`config.mk`:
```
export PLATFORM = sky130hd
export DESIGN_NAME = mem_access_sequencer
export DESIGN_NICKNAME = d
export VERILOG_FILES = /design/src/rtl/mem_access_sequencer_pkg.sv /design/src/rtl/mem_seq_addr_gen.sv /design/src/rtl/mem_access_sequencer.sv
export SDC_FILE = /design/constraint.sdc
export NUM_CORES = 1
export LEC_CHECK = 0
export ABC_AREA = 1
export BUFFER_PORTS_ARGS = -buffer_cell sky130_fd_sc_hd__buf_2
export CORE_ASPECT_RATIO = 1.4
export CORE_MARGIN = 3
export CORE_UTILIZATION = 45
export DETAILED_ROUTE_END_ITERATION = 12
export PLACE_DENSITY = 0.8
export SLEW_MARGIN = 30
export SYNTH_ARGS = -nofsm -noshare
export SYNTH_HDL_FRONTEND = slang
export SYNTH_SLANG_ARGS = --single-unit
```
`constraint.sdc`:
```
create_clock -name clock -period 2.1 [get_ports clock]
set_input_delay 0.315 -clock clock [delete_from_list [all_inputs] [get_ports clock]]
set_output_delay 0.315 -clock clock [all_outputs]
set_load 0.005 [all_outputs]
```
`src/rtl/mem_access_sequencer_pkg.sv`:
```
// ============================================================================
// Module   : mem_access_sequencer_pkg
// Purpose  : Shared widths, read-only sector index and state encoding for the
//            memory access sequencer and its address generator.
// Options  : SEQ_SECTOR_CROSS_EN (consumed by mem_seq_addr_gen)
// Revision : 1.0 - initial release
// ============================================================================
`default_nettype none

package mem_access_sequencer_pkg;

    localparam int DATA_W = 16;   // memory word width
    localparam int ADDR_W = 4;    // word address width per sector
    localparam int SEC_W  = 4;    // sector select width
    localparam int CNT_W  = 8;    // transfer length width

    // Sector that holds constant data; it may be read but never loaded.
    localparam logic [SEC_W-1:0] ROM_SECTOR = 4'd15;

    typedef enum logic [1:0] {
        ST_IDLE = 2'd0,
        ST_LOAD = 2'd1,
        ST_READ = 2'd2,
        ST_FIN  = 2'd3
    } seq_state_t;

    function automatic logic is_rom_sector(input logic [SEC_W-1:0] sector);
        return sector == ROM_SECTOR;
    endfunction

endpackage : mem_access_sequencer_pkg

`default_nettype wire

```
`src/rtl/mem_seq_addr_gen.sv`:
```
// ============================================================================
// Module   : mem_seq_addr_gen
// Purpose  : Address / sector / remaining-count generator shared by the load
//            and read paths of mem_access_sequencer.
// Options  : SEQ_SECTOR_CROSS_EN - on address wrap (max -> 0) both sector
//            registers advance, and a wrap of sector A into ROM_SECTOR is
//            flagged. Undefined: address wraps inside the start sector.
// Ports    : clock, reset_n          - clock, async active-low reset
//            init                    - latch cfg_* (start of a transfer)
//            advance                 - step one word / pair
//            cfg_sector_a/b, cfg_base, cfg_count - transfer configuration
//            sector_a/b, addr        - current access location
//            remaining               - words/pairs still to access
//            last_word               - remaining == 1
//            wrap_into_rom           - advancing now would move sector A
//                                      into ROM_SECTOR
// Revision : 1.0 - initial release
// ============================================================================
`default_nettype none

module mem_seq_addr_gen
    import mem_access_sequencer_pkg::*;
(
    input  logic              clock,
    input  logic              reset_n,
    input  logic              init,
    input  logic              advance,
    input  logic [SEC_W-1:0]  cfg_sector_a,
    input  logic [SEC_W-1:0]  cfg_sector_b,
    input  logic [ADDR_W-1:0] cfg_base,
    input  logic [CNT_W-1:0]  cfg_count,
    output logic [SEC_W-1:0]  sector_a,
    output logic [SEC_W-1:0]  sector_b,
    output logic [ADDR_W-1:0] addr,
    output logic [CNT_W-1:0]  remaining,
    output logic              last_word,
    output logic              wrap_into_rom
);

    logic [SEC_W-1:0]  sector_a_q,  sector_a_d;
    logic [SEC_W-1:0]  sector_b_q,  sector_b_d;
    logic [ADDR_W-1:0] addr_q,      addr_d;
    logic [CNT_W-1:0]  remaining_q, remaining_d;

`ifdef SEQ_SECTOR_CROSS_EN
    logic              w_at_wrap;
    logic [SEC_W-1:0]  w_next_sector_a;
    logic [SEC_W-1:0]  w_next_sector_b;

    assign w_at_wrap       = (addr_q == {ADDR_W{1'b1}});
    assign w_next_sector_a = sector_a_q + 1'b1;
    assign w_next_sector_b = sector_b_q + 1'b1;
    assign wrap_into_rom   = w_at_wrap && is_rom_sector(w_next_sector_a);
`else
    assign wrap_into_rom   = 1'b0;
`endif

    always_comb begin
        sector_a_d  = sector_a_q;
        sector_b_d  = sector_b_q;
        addr_d      = addr_q;
        remaining_d = remaining_q;
        if (init) begin
            sector_a_d  = cfg_sector_a;
            sector_b_d  = cfg_sector_b;
            addr_d      = cfg_base;
            remaining_d = cfg_count;
        end else if (advance) begin
            // Address rolls over naturally at the top of the sector.
            addr_d      = addr_q + 1'b1;
            remaining_d = remaining_q - 1'b1;
`ifdef SEQ_SECTOR_CROSS_EN
            if (w_at_wrap) begin
                sector_a_d = w_next_sector_a;
                sector_b_d = w_next_sector_b;
            end
`endif
        end
    end

    always_ff @(posedge clock or negedge reset_n) begin
        if (!reset_n) begin
            sector_a_q  <= '0;
            sector_b_q  <= '0;
            addr_q      <= '0;
            remaining_q <= '0;
        end else begin
            sector_a_q  <= sector_a_d;
            sector_b_q  <= sector_b_d;
            addr_q      <= addr_d;
            remaining_q <= remaining_d;
        end
    end

    assign sector_a  = sector_a_q;
    assign sector_b  = sector_b_q;
    assign addr      = addr_q;
    assign remaining = remaining_q;
    assign last_word = (remaining_q == CNT_W'(1));

endmodule : mem_seq_addr_gen

`default_nettype wire

```
`src/rtl/mem_access_sequencer.sv`:
```
// ============================================================================
// Module   : mem_access_sequencer
// Purpose  : Drives the sectored memory: bulk-loads a valid/ready word stream
//            through the write port, and streams operand pairs (sector A on
//            read port 1, sector B on read port 2, shared address) through a
//            registered valid/ready output.
// Options  : SEQ_SECTOR_CROSS_EN - transfers continue into the next sector on
//            address wrap; a load that would enter ROM_SECTOR aborts with err.
// Ports    : clock, reset_n                  - clock, async active-low reset
//            start_load, start_read          - transfer start pulses
//            cfg_sector_a/b, cfg_base, cfg_count - transfer configuration
//            in_data/in_valid/in_ready       - load stream
//            data_write, sector_write_select, write_address, en_write
//                                            - memory write port
//            read_add_1/2, read_sector_selector_1/2, read_data_1/2
//                                            - memory read ports
//            out_a/out_b/out_valid/out_ready - operand pair stream
//            busy, done, err                 - status
// Revision : 1.0 - initial release
// ============================================================================
`default_nettype none

module mem_access_sequencer
    import mem_access_sequencer_pkg::*;
(
    input  logic              clock,
    input  logic              reset_n,
    input  logic              start_load,
    input  logic              start_read,
    input  logic [SEC_W-1:0]  cfg_sector_a,
    input  logic [SEC_W-1:0]  cfg_sector_b,
    input  logic [ADDR_W-1:0] cfg_base,
    input  logic [CNT_W-1:0]  cfg_count,
    input  logic [DATA_W-1:0] in_data,
    input  logic              in_valid,
    output logic              in_ready,
    output logic [DATA_W-1:0] data_write,
    output logic [SEC_W-1:0]  sector_write_select,
    output logic [ADDR_W-1:0] write_address,
    output logic              en_write,
    output logic [ADDR_W-1:0] read_add_1,
    output logic [ADDR_W-1:0] read_add_2,
    output logic [SEC_W-1:0]  read_sector_selector_1,
    output logic [SEC_W-1:0]  read_sector_selector_2,
    input  logic [DATA_W-1:0] read_data_1,
    input  logic [DATA_W-1:0] read_data_2,
    output logic [DATA_W-1:0] out_a,
    output logic [DATA_W-1:0] out_b,
    output logic              out_valid,
    input  logic              out_ready,
    output logic              busy,
    output logic              done,
    output logic              err
);

    seq_state_t        state_q,     state_d;
    logic [DATA_W-1:0] out_a_q,     out_a_d;
    logic [DATA_W-1:0] out_b_q,     out_b_d;
    logic              out_valid_q, out_valid_d;
    logic              err_q,       err_d;

    logic              w_ag_init;
    logic              w_ag_advance;
    logic [SEC_W-1:0]  w_ag_sector_a;
    logic [SEC_W-1:0]  w_ag_sector_b;
    logic [ADDR_W-1:0] w_ag_addr;
    logic [CNT_W-1:0]  w_ag_remaining;
    logic              w_ag_last;
    logic              w_ag_wrap_into_rom;

    logic              w_loading;
    logic              w_write;
    logic              w_out_free;

    mem_seq_addr_gen u_addr_gen (
        .clock         (clock),
        .reset_n       (reset_n),
        .init          (w_ag_init),
        .advance       (w_ag_advance),
        .cfg_sector_a  (cfg_sector_a),
        .cfg_sector_b  (cfg_sector_b),
        .cfg_base      (cfg_base),
        .cfg_count     (cfg_count),
        .sector_a      (w_ag_sector_a),
        .sector_b      (w_ag_sector_b),
        .addr          (w_ag_addr),
        .remaining     (w_ag_remaining),
        .last_word     (w_ag_last),
        .wrap_into_rom (w_ag_wrap_into_rom)
    );

    // Decoded straight from the state flop so that an asynchronous reset
    // drops in_ready and en_write immediately.
    assign w_loading  = (state_q == ST_LOAD);
    assign w_write    = w_loading && in_valid;
    // Output slot can take a new pair when empty or being consumed now.
    assign w_out_free = !out_valid_q || out_ready;

    always_comb begin
        state_d      = state_q;
        out_a_d      = out_a_q;
        out_b_d      = out_b_q;
        out_valid_d  = out_valid_q;
        err_d        = err_q;
        w_ag_init    = 1'b0;
        w_ag_advance = 1'b0;

        case (state_q)
            ST_IDLE: begin
                err_d = 1'b0;
                if (start_load) begin
                    w_ag_init = 1'b1;
                    if (is_rom_sector(cfg_sector_a)) begin
                        state_d = ST_FIN;
                        err_d   = 1'b1;
                    end else if (cfg_count == '0) begin
                        state_d = ST_FIN;
                    end else begin
                        state_d = ST_LOAD;
                    end
                end else if (start_read) begin
                    w_ag_init = 1'b1;
                    state_d   = (cfg_count == '0) ? ST_FIN : ST_READ;
                end
            end

            ST_LOAD: begin
                if (w_write) begin
                    w_ag_advance = 1'b1;
                    if (w_ag_last) begin
                        state_d = ST_FIN;
                    end else if (w_ag_wrap_into_rom) begin
                        // Current word still lands; no further word is taken.
                        state_d = ST_FIN;
                        err_d   = 1'b1;
                    end
                end
            end

            ST_READ: begin
                if (w_out_free) begin
                    if (w_ag_remaining != '0) begin
                        out_a_d      = read_data_1;
                        out_b_d      = read_data_2;
                        out_valid_d  = 1'b1;
                        w_ag_advance = 1'b1;
                    end else begin
                        out_valid_d = 1'b0;
                        state_d     = ST_FIN;
                    end
                end
            end

            ST_FIN: begin
                err_d   = 1'b0;
                state_d = ST_IDLE;
            end

            default: begin
                state_d = ST_IDLE;
            end
        endcase
    end

    always_ff @(posedge clock or negedge reset_n) begin
        if (!reset_n) begin
            state_q     <= ST_IDLE;
            out_a_q     <= '0;
            out_b_q     <= '0;
            out_valid_q <= 1'b0;
            err_q       <= 1'b0;
        end else begin
            state_q     <= state_d;
            out_a_q     <= out_a_d;
            out_b_q     <= out_b_d;
            out_valid_q <= out_valid_d;
            err_q       <= err_d;
        end
    end

    assign in_ready               = w_loading;
    assign en_write               = w_write;
    assign data_write             = w_loading ? in_data : '0;
    assign sector_write_select    = w_ag_sector_a;
    assign write_address          = w_ag_addr;
    assign read_add_1             = w_ag_addr;
    assign read_add_2             = w_ag_addr;
    assign read_sector_selector_1 = w_ag_sector_a;
    assign read_sector_selector_2 = w_ag_sector_b;
    assign out_a                  = out_a_q;
    assign out_b                  = out_b_q;
    assign out_valid              = out_valid_q;
    assign busy                   = (state_q != ST_IDLE);
    assign done                   = (state_q == ST_FIN);
    assign err                    = err_q;

endmodule : mem_access_sequencer

`default_nettype wire

```
==> summary.txt <==
Run status
  – Status: finished, final reports clean

Synth
  – YS warnings: 0
  – Largest family of logic cells by synthesized area: simple AND/OR/NAND/NOR gates
  – Post-synthesis mux area share: 0%
  – Compound-Gate Fraction of Synth Area: slightly below 4%
  – Synth Area in XOR/XNOR: less than 1%
  – Adder-cell share of the synthesized area: 3.43%
  – Syn Nets: 479
  – Synth Area in Simple Gates: between 30% and 40%
  – FF+latch count, synth: 56
  – Sequential area share after synthesis: 48.1%
  – Mapped Cells: 397
  – Yosys cell types: 23
  – Synthesized area per cell: 7.34 um2
  – Post-Synthesis Cell Area: ~2900 um2

STA
  – Hold Slack: 0.0289 ns
  – Fin. Hold Viols: 0
  – Period minus WS final: roughly 1.8 ns
  – Slew @ Worst Pin: 0.654 ns
  – Final setup fails: 0
  – Setup slack after layout: 0.321 ns
  – Fmax: 0.562 GHz
  – Setup TNS: 0 ns
  – Max-slew violations: 0
  – Final cycle utilization of the critical path: 84.7%
  – Worst Skew: 0.00419 ns
  – Relative slew slack: 56.4%
  – RSZ-0062 raised after global routing: no

Setup path
  – CP top delay family: buffers and inverters
  – CP Capture Type: primary output
  – Critical path data required time: 1.78 ns
  – Slowest library cell on the worst path: dfrtp_1
  – Reg2reg end: u_addr_gen.remaining[0]
  – Critical Path Fanout Max: 18
  – FF-to-FF setup slack: about 0.32 ns
  – Crit-path cells: inv_1 -> ha_1 -> buf_4 -> nand2_1 -> inv_1 -> buf_2
  – Crit Path Class: reg -> out
  – Worst Setup Start Kind: flip-flop
  – Most frequent CP cell: inv_1
  – Reg2Reg Depth: 9
  – Delay of the slowest critical-path stage: around 0.42 ns
  – Arrival @ worst endpoint: 1.46 ns
  – R2R Path Start: state_q[0]
  – Crit path buf inv count: 4

Floorplan
  – Die W: between 70 and 80 um
  – Die Footprint: 7490 um2
  – I/O pin count: about 150
  – Core box area: ~6300 um2
  – Die Ht: 101 um
  – Row count: 34
  – Initial core utilization: 46.6%

Detailed routing
  – 1st-iter DRT viols: between 100 and 150
  – Via density: approximately 4.7
  – Met1 wire length: 2.93 mm
  – Top Layer Used: met4
  – Met2 WL: 3.97 mm
  – Met3 WL: a little under 500 um
  – DR vias: about 2,900
  – # DRC: 0
  – ANT nets after route: 0
  – Router iterations before antenna repair: 4
  – DR WL/cell: 12.4 um
  – Routed Wire Length: between 7 and 8 mm

Layout
  – Nets@finish: 615
  – Number of fill cells: around 540
  – Area grow syn2layout: 28.3%
  – Layout cells sized above 1: 32.0%
  – Antenna diodes: 0
  – Final std cells w/o fill: 606

Clock network
  – CTS tree: yes
  – CTS sink cnt: 56
  – Max Root-Sink Buffers: 2
  – Clock Latency Late Sink: about 0.30 ns
  – H-tree depth: 2
  – Root Buffer: clkbuf_8
  – CTS Buf Count: 5
  – Post-CTS setup buffers: 0
  – CTS clock-pin slew for the worst setup and hold paths: 0.10 ns
  – Hold Buf Count CTS: 0
  – Post-cts resize count: 0

Placement
  – Hpwl dp: a little under 6 mm
  – Inst Count DP: between 500 and 600
  – Dpl ws: 0.337 ns
  – IO Port Bufs: 151
  – Global placer's final weighted congestion: 0.830

Global route
  – Vias in the first global route: between 2,000 and 3,000
  – Total grt overflow: 0
  – Largest net degree at the start of global routing: 34
  – Initial antenna violation count: 0
  – All-Layer GR Usage: 19.9%
  – First-pass GRT wire length: ~12 mm

Power and ir drop
  – Pleak: between 2 and 2.5 nW
  – Power Dens Cells: 1430 nW/um2
  – Power consumption: 5.33 mW
  – Max VDD drop: 0.000614 V

Worst hold path
  – Hold Crit Class: in -> async

Job
  – Max-Cap Viols: 0
## Yosys cell counts
cell,count,area [um2]
a21boi_1,1,7.51
a21oi_1,2,10.0
a31o_2,1,8.76
a32o_1,1,10.0
buf_1,1,3.75
buf_2,10,50.1
buf_4,13,97.6
buf_6,1,11.3
clkbuf_1,2,7.51
dfrtp_1,56,1400
ha_1,8,100
inv_1,34,128
inv_2,1,3.75
nand2_1,207,777
nand2_2,3,18.8
nand3_1,21,105
nand4_1,2,12.5
nor2_1,18,67.6
nor2_2,1,6.26
o21ai_0,11,55.1
o21ai_4,1,16.3
o21bai_1,1,7.51
xnor2_1,1,8.76
## area by class of cell
cell class / count / area (um2) / share of cell area, %
timing repair buffer: 156 / 806 / 21.6
multi-input combinational: 279 / 1210 / 32.5
inverter: 35 / 131 / 3.52
sequential: 56 / 1400 / 37.5
clock inverter: 1 / 7.51 / 0.201
tap: 72 / 90.1 / 2.41
clock buffer: 7 / 86.3 / 2.31
## through the flow
step	area [um2]	utilization, %
after detailed placement	3640	58.3
final	3740	59.8
after global placement	3640	58.3
after floorplan	2910	-
after CTS	3740	59.8
after global routing	3740	59.8
## layer usage
metal	global-route usage, %	vias up
met2	34.6	95
met5	0	-
met1	24.8	1297
met4	5.86	0
li1	-	1452
met3	3.57	10
## logic make-up (layout without fill, tap and decap cells)
kind of cell | after synthesis | count (layout)
simple gates | 252 | 252
buf+inv | 62 | 199
flops | 56 | 56
compound gates | 18 | 18
fa+ha+maj | 8 | 8
xor+xnor | 1 | 1
## flip-flops by register name, indices dropped and copies added, names as in the netlist
name	flops
err	1
state_q	2
out_a	16
u_addr_gen.sector_a	4
u_addr_gen.addr	4
out_b	16
u_addr_gen.remaining	8
out_valid	1
u_addr_gen.sector_b	4
## where the power goes
part           switching, mW  internal [mW]  total [mW]  leakage, nW
combinational           1.64           1.13        2.77         1.66
sequential             0.362           1.60        1.96        0.698
clock                  0.332          0.269       0.600       0.0445
## cell usage in the layout (no fill, tap or decap), types with 2 or more instances in the layout
master	n
nand3_1	21
nand4_1	2
nand2_2	3
nor2_1	18
buf_4	4
buf_2	151
a21oi_1	2
ha_1	8
clkbuf_8	6
o21ai_0	10
inv_1	34
nand2_1	207
dfrtp_1	56
## worst max path at each step
stage | startpoint | endpoint | slack [ns] | cells after the start
floorplan | state_q[1] | data_write[10] | 0.49 | 6
global placement | state_q[0] | u_addr_gen.remaining[0] | 0.44 | 9
detailed placement | state_q[0] | out_a[10] | 0.34 | 7
CTS | state_q[1] | data_write[0] | 0.31 | 6
global route | state_q[0] | out_a[15] | 0.13 | 7
finish | state_q[1] | data_write[8] | 0.32 | 6
Note: power is estimated with default switching activity, not from simulation.
